<file path="src/rtl/uart_tx_arbiter.sv">
// Purpose: shares one serial_tx engine between NUM_REQ byte requesters (round-robin) and sequences it.
// Latency: tx_start/tx_data valid the cycle after the req_valid&req_ready edge; about 12 baud ticks per byte.
// Backpressure: req_ready is offered only in IDLE, to one requester at a time; a stalled engine is abandoned by the watchdog.
//
// Ports:
//   clk, rst_n              clock, async active-low reset
//   req_valid/req_data      per-requester byte offer (byte i at [8i+7:8i])
//   req_ready               one-hot accept strobe (combinational)
//   grant_id, active        current owner of the engine, FSM not IDLE
//   tx_tick/tx_en/tx_start  engine baud tick, enable and start
//   tx_data                 byte handed to the engine
//   tx_busy/tx_done         engine status
//   err_timeout             one-cycle pulse when a byte is abandoned
module uart_tx_arbiter #(
  parameter int NUM_REQ        = 4,
  parameter int CLKS_PER_BIT   = 104,
  parameter int TIMEOUT_CYCLES = 4096,
  localparam int ID_W          = (NUM_REQ > 1) ? $clog2(NUM_REQ) : 1
) (
  input  logic                 clk,
  input  logic                 rst_n,
  input  logic [NUM_REQ-1:0]   req_valid,
  input  logic [8*NUM_REQ-1:0] req_data,
  output logic [NUM_REQ-1:0]   req_ready,
  output logic [ID_W-1:0]      grant_id,
  output logic                 active,
  output logic                 tx_tick,
  output logic                 tx_en,
  output logic                 tx_start,
  output logic [7:0]           tx_data,
  input  logic                 tx_busy,
  input  logic                 tx_done,
  output logic                 err_timeout
);

  localparam int CNT_W = $clog2(CLKS_PER_BIT);
  localparam int WD_W  = $clog2(TIMEOUT_CYCLES + 1);

  typedef enum logic [1:0] {
    S_IDLE,
    S_LAUNCH,
    S_WAIT_DONE,
    S_RELEASE
  } state_t;

  state_t           state;
  state_t           state_nxt;
  logic [CNT_W-1:0] baud_cnt;
  logic [ID_W-1:0]  ptr;
  logic [ID_W-1:0]  sel;
  logic [ID_W-1:0]  sel_inc;
  logic [WD_W-1:0]  wd_cnt;
  logic             valid_any;
  logic             accept;
  logic             wd_fire;

  // First valid requester at or after p, wrapping modulo NUM_REQ.
  function automatic logic [ID_W-1:0] rr_pick(input logic [NUM_REQ-1:0] v,
                                              input logic [ID_W-1:0]    p);
    logic [ID_W-1:0] cand;
    logic            hit;
    rr_pick = p;
    hit     = 1'b0;
    for (int k = 0; k < NUM_REQ; k++) begin
      cand = ID_W'((int'(p) + k) % NUM_REQ);
      if (!hit && v[cand]) begin
        rr_pick = cand;
        hit     = 1'b1;
      end
    end
  endfunction

  // Free-running baud generator, independent of the FSM.
  assign tx_tick = (baud_cnt == CNT_W'(CLKS_PER_BIT - 1));

  always_ff @(posedge clk or negedge rst_n) begin
    if (!rst_n) begin
      baud_cnt <= '0;
    end else if (tx_tick) begin
      baud_cnt <= '0;
    end else begin
      baud_cnt <= baud_cnt + 1'b1;
    end
  end

  assign valid_any = |req_valid;
  assign sel       = rr_pick(req_valid, ptr);
  assign sel_inc   = (sel == ID_W'(NUM_REQ - 1)) ? '0 : sel + 1'b1;
  assign accept    = (state == S_IDLE) && valid_any;
  // rst_n gating keeps req_ready low while reset is held even if a requester is already valid.
  assign req_ready = (accept && rst_n) ? (NUM_REQ'(1) << sel) : '0;
  assign active    = (state != S_IDLE);
  assign wd_fire   = (state != S_IDLE) && (wd_cnt == WD_W'(TIMEOUT_CYCLES - 1));

  always_ff @(posedge clk or negedge rst_n) begin
    if (!rst_n) begin
      state <= S_IDLE;
    end else begin
      state <= state_nxt;
    end
  end

  // LAUNCH holds start across ticks: the engine only looks at start on tx_tick.
  always_comb begin
    state_nxt = state;
    tx_start  = 1'b0;
    tx_en     = 1'b0;
    case (state)
      S_IDLE: begin
        if (valid_any) state_nxt = S_LAUNCH;
      end
      S_LAUNCH: begin
        tx_start = 1'b1;
        tx_en    = 1'b1;
        if (tx_busy) state_nxt = S_WAIT_DONE;
      end
      S_WAIT_DONE: begin
        tx_en = 1'b1;
        if (tx_done) state_nxt = S_RELEASE;
      end
      S_RELEASE: begin
        if (!tx_done && !tx_busy) state_nxt = S_IDLE;
      end
      default: state_nxt = S_IDLE;
    endcase
    if (wd_fire) state_nxt = S_IDLE;
  end

  // Grant bookkeeping. ptr advances at acceptance, so a timed-out byte is not retried.
  always_ff @(posedge clk or negedge rst_n) begin
    if (!rst_n) begin
      ptr      <= '0;
      grant_id <= '0;
      tx_data  <= '0;
    end else if (accept) begin
      ptr      <= sel_inc;
      grant_id <= sel;
      tx_data  <= req_data[{sel, 3'b000} +: 8];
    end
  end

  // Watchdog covers LAUNCH through RELEASE of one byte.
  always_ff @(posedge clk or negedge rst_n) begin
    if (!rst_n) begin
      wd_cnt      <= '0;
      err_timeout <= 1'b0;
    end else begin
      err_timeout <= wd_fire;
      if (accept) begin
        wd_cnt <= '0;
      end else if ((state != S_IDLE) && !wd_fire) begin
        wd_cnt <= wd_cnt + 1'b1;
      end
    end
  end

endmodule

</file>
<file path="config.mk">
export PLATFORM = sky130hd
export DESIGN_NAME = uart_tx_arbiter
export DESIGN_NICKNAME = d
export VERILOG_FILES = /design/src/rtl/uart_tx_arbiter.sv
export SDC_FILE = /design/constraint.sdc
export NUM_CORES = 1
export LEC_CHECK = 0
export BUFFER_PORTS_ARGS = -buffer_cell sky130_fd_sc_hd__buf_2
export CAP_MARGIN = 20
export CORE_AREA = 3 3 70 72
export DETAILED_ROUTE_END_ITERATION = 7
export DIE_AREA = 0 0 73 75
export GPL_TIMING_DRIVEN = 0
export PLACE_DENSITY_LB_ADDON = 0.25
export SETUP_SLACK_MARGIN = 0.2
export SLEW_MARGIN = 5
export SYNTH_ARGS = -nofsm -noshare
export SYNTH_HDL_FRONTEND = slang
export SYNTH_SLANG_ARGS = --single-unit
</file>
<file path="constraint.sdc">
create_clock -name clk -period 2.36 [get_ports clk]
set_input_delay 0.236 -clock clk [delete_from_list [all_inputs] [get_ports clk]]
set_output_delay 0.236 -clock clk [all_outputs]
set_load 0.01 [all_outputs]
</file>
==> metrics.md <==
| Metric | Value |
|---|---|
| Overall Global Routing Usage | 18.8% |
| Max incr delay on CP | 0.42 ns |
| Pwr/cell area | 1010 mW/mm^2 |
| Syn avg cell area | 9.82 sq um |
| Drt wl/cell | 13.5 um |
| Seq/Total Area, Yosys | 41.3% |
| Clk slew on worst S/H paths | 0.07 ns |
| Fmax | 0.463 GHz |
| Clock root cell | clkbuf_8 |
| Element type at the critical path end | output pin |
| Final ANT Viol Nets | 0 |
| Worst setup path class | reg -> out |
| Post-synth cell types | 46 |
| Share of layout cells above drive strength 1 | 36.1% |
| Run status | finished clean |
| Io pins | 59 |
| Warning count from the yosys run | 0 |
| Die Y | 75 um |
| Crit path launch type | flop |
| Max-cap violations | 0 |
| Row Count | 24 |
| CP Launch Point | ptr[0] |
| Global-route wire length before repair | 8050 um |
| Hold Fails Final Rpt | 0 |
| # DRC | 0 |
| Sum of negative setup slack | 0 ns |
| R2r startpoint | ptr[0] |
| DR vias/cell | 5.35 |
| Post-Synthesis Cells | 216 |
| Worst-Margin Slew | 0.823 ns |
| Critical-path cell list | buf_6, nand2b_4, a221o_2, nor2_8, inv_8, ha_4, and3_4, buf_6 |
| Die W | 73 um |
| EDFF count, synth | 0 |
| Clk buf depth | 2 |
| Worst reg2reg setup slack | 0.37 ns |
| Synth-to-Final Area Change | 31.6% |
| Largest net degree at the start of global routing | 40 |
| Net Count, Synth | 266 |
| Total power | 2.83 mW |
| Final core occ | 64.1% |
| CP max FO | 4 |
| Final count of pins violating max slew | 0 |
| Design Area, Final | 0.00279 sq mm |
| Async S/R FF share, synth | 100% |
| Reg-to-reg endpoint | tx_data[0] |
| Crit path top cell by count | buf_6 |
| CP arrival | 1.92 ns |
| Mapped Area | 0.00212 sq mm |
| Core Footprint | 0.00435 sq mm |
| TritonRoute pass-1 iters | 4 |
| Initial antenna violation count | 0 |
| Leak | 1.34 nW |
| Clock sink total | 35 |
| Worst hold path class | in -> async |
| Unrepaired setup endpoints after global routing | true |
| RD Place Congestion | 0.753 |
| Final wirelength | 4690 um |
| Placed Area | 0.00248 sq mm |
| CTS tree | done |
| Detailed placement HPWL | 3300 um |
| CP required | 2.12 ns |
| Final period util | 91.5% |
| Vias in the first global route | 1829 |
| Reg2Reg Depth | 9 |
| CP max stage cell | a221o_2 |
| Overflow after GRT | 0 |
| Max transition margin | 45.1% |
| #FFs+latches synth | 35 |
| Worst-skew pair later-pin latency | 0.29 ns |
| Iter 0 DRT Violations | 62 |
| H-Tree Depth | 2 |
| Filler Cell Count | 353 |
| Die Area | 0.00548 sq mm |
| Vias | 1863 |
| Nets@finish | 345 |
| Final setup skew | 0.00800 ns |
| Total CTS buffers | 5 |
| Final setup fails | 0 |
| Synth Flop Type | dfrtp_1 |
| Top delay family on crit path | compound AO/OA/AOI/OAI gates |
| CP bufs+invs | 3 |
| Initial Util | 48.7% |
| Peak supply drop | 0.000637 V |
| N_diodes | 0 |
| Final min period | 2.16 ns |
| Port Buffer Count | 58 |
-- metal layers --
layer | up-vias | GRT usage (%) | share of wire (%)
met1 | 857 | 23.4 | 44
li1 | 940 | - | -
met2 | 60 | 32.2 | 50
met5 | - | 0 | 0
met3 | 6 | 4.81 | 5.1
met4 | 0 | 5.33 | 1.3
-- cell usage in the layout, fill, tap and decap left out, types with 2 or more instances in the layout --
| cell type | instances |
|---|---|
| nor3_1 | 5 |
| mux2i_1 | 11 |
| nor2b_1 | 7 |
| xor2_1 | 2 |
| clkbuf_8 | 7 |
| nor2_2 | 2 |
| and2b_2 | 2 |
| nand2_1 | 13 |
| buf_6 | 3 |
| o31ai_1 | 2 |
| nor3b_1 | 3 |
| and3_1 | 12 |
| nand4_1 | 5 |
| inv_1 | 4 |
| xnor2_1 | 8 |
| a21o_1 | 2 |
| a21oi_1 | 2 |
| a211oi_1 | 8 |
| o21ai_0 | 13 |
| buf_4 | 12 |
| nand3_1 | 16 |
| ha_4 | 3 |
| nor2_1 | 24 |
| ha_1 | 7 |
| dfrtp_1 | 35 |
| buf_2 | 58 |
-- logic make-up (layout without fill, tap and decap cells) --
logic type | Yosys count | count (layout) | synth area share (%)
adders and majority gates | 10 | 10 | 5.90
buffers and inverters | 9 | 89 | 2.06
and+or+nand+nor | 101 | 101 | 26.7
DFF | 35 | 35 | 41.3
AOI/OAI and AO/OA | 40 | 40 | 14.7
xor gates and xnor gates | 10 | 10 | 4.13
muxes | 11 | 11 | 5.19
-- stage by stage --
| step | hold slack, ns | setup WS (ns) | instances |
|---|---|---|---|
| after floorplan | -0.0596 | 0.516 | 216 |
| after global placement | 0.377 | 0.129 | 326 |
| after detailed placement | 0.387 | 0.159 | 326 |
| after CTS | 0.0809 | 0.155 | 344 |
| after global routing | 0.119 | 0.122 | 348 |
| final | 0.0409 | 0.201 | 348 |
-- state kept, by name, summed over array words and instances, names as in the netlist --
register and flops:
baud_cnt 7, err_timeout 1, ptr 2, tx_data 8
state 2, grant_id 2, wd_cnt 13
-- cell usage after synthesis (3+ instances only) --
| cell type | n | area, sq um |
|---|---|---|
| nor2_1 | 25 | 93.8 |
| inv_1 | 5 | 18.8 |
| dfrtp_1 | 35 | 876 |
| nor3_1 | 5 | 25.0 |
| a211oi_1 | 8 | 60.1 |
| ha_1 | 10 | 125 |
| o21ai_0 | 13 | 65.1 |
| nand2_1 | 14 | 52.6 |
| xnor2_1 | 8 | 70.1 |
| nor3b_1 | 3 | 22.5 |
| nand4_1 | 5 | 31.3 |
| mux2i_1 | 11 | 110 |
| nor2b_1 | 7 | 43.8 |
| and3_1 | 13 | 81.3 |
| nand3_1 | 16 | 80.1 |
-- worst register-to-register path: cells and delay by family (launching register included) --
family                 cells  cell delay, ns
buffers and inverters      4            0.50
DFF                        1            0.38
and+or+nand+nor            2            0.24
muxes                      1            0.13
AOI/OAI and AO/OA          2            0.66
-- layout make-up --
type                    count  area, sq um  share of cell area, %
well taps                  52         65.1                   2.33
inverters                   6         32.5                   1.17
plain buffers               3         25.0                  0.896
repair buffers             72          409                   14.7
flip-flops and latches     35          876                   31.4
multi-input cells         172         1280                   46.0
clock buffers               8          100                   3.59
-- how the worst max path moves through the flow --
stage,depth (start not counted),slack (ns),to
after global placement,7,0.13,tx_data[7]
after detailed placement,7,0.16,tx_data[5]
after global routing,7,0.12,req_ready[0]
after floorplan,6,0.52,req_ready[3]
after CTS,7,0.16,req_ready[3]
final,8,0.20,req_ready[2]
-- power breakdown --
group / switching [mW] / internal, mW / total [mW]
Sequential: 0.119 / 0.760 / 0.878
Clock: 0.218 / 0.267 / 0.484
Combinational: 0.792 / 0.674 / 1.47
Total: 1.13 / 1.70 / 2.83
-- timing repair --
| item | in CTS | in global routing |
|---|---|---|
| hold endpoints to repair | 0 | 0 |
| hold buffers | 0 | 0 |
| setup endpoints to repair | 7 | 9 |
| pin swaps | 4 | 5 |
| buffers inserted | 10 | 4 |
| gates resized for setup | 15 | 10 |
(Power assumes the default switching activity.)
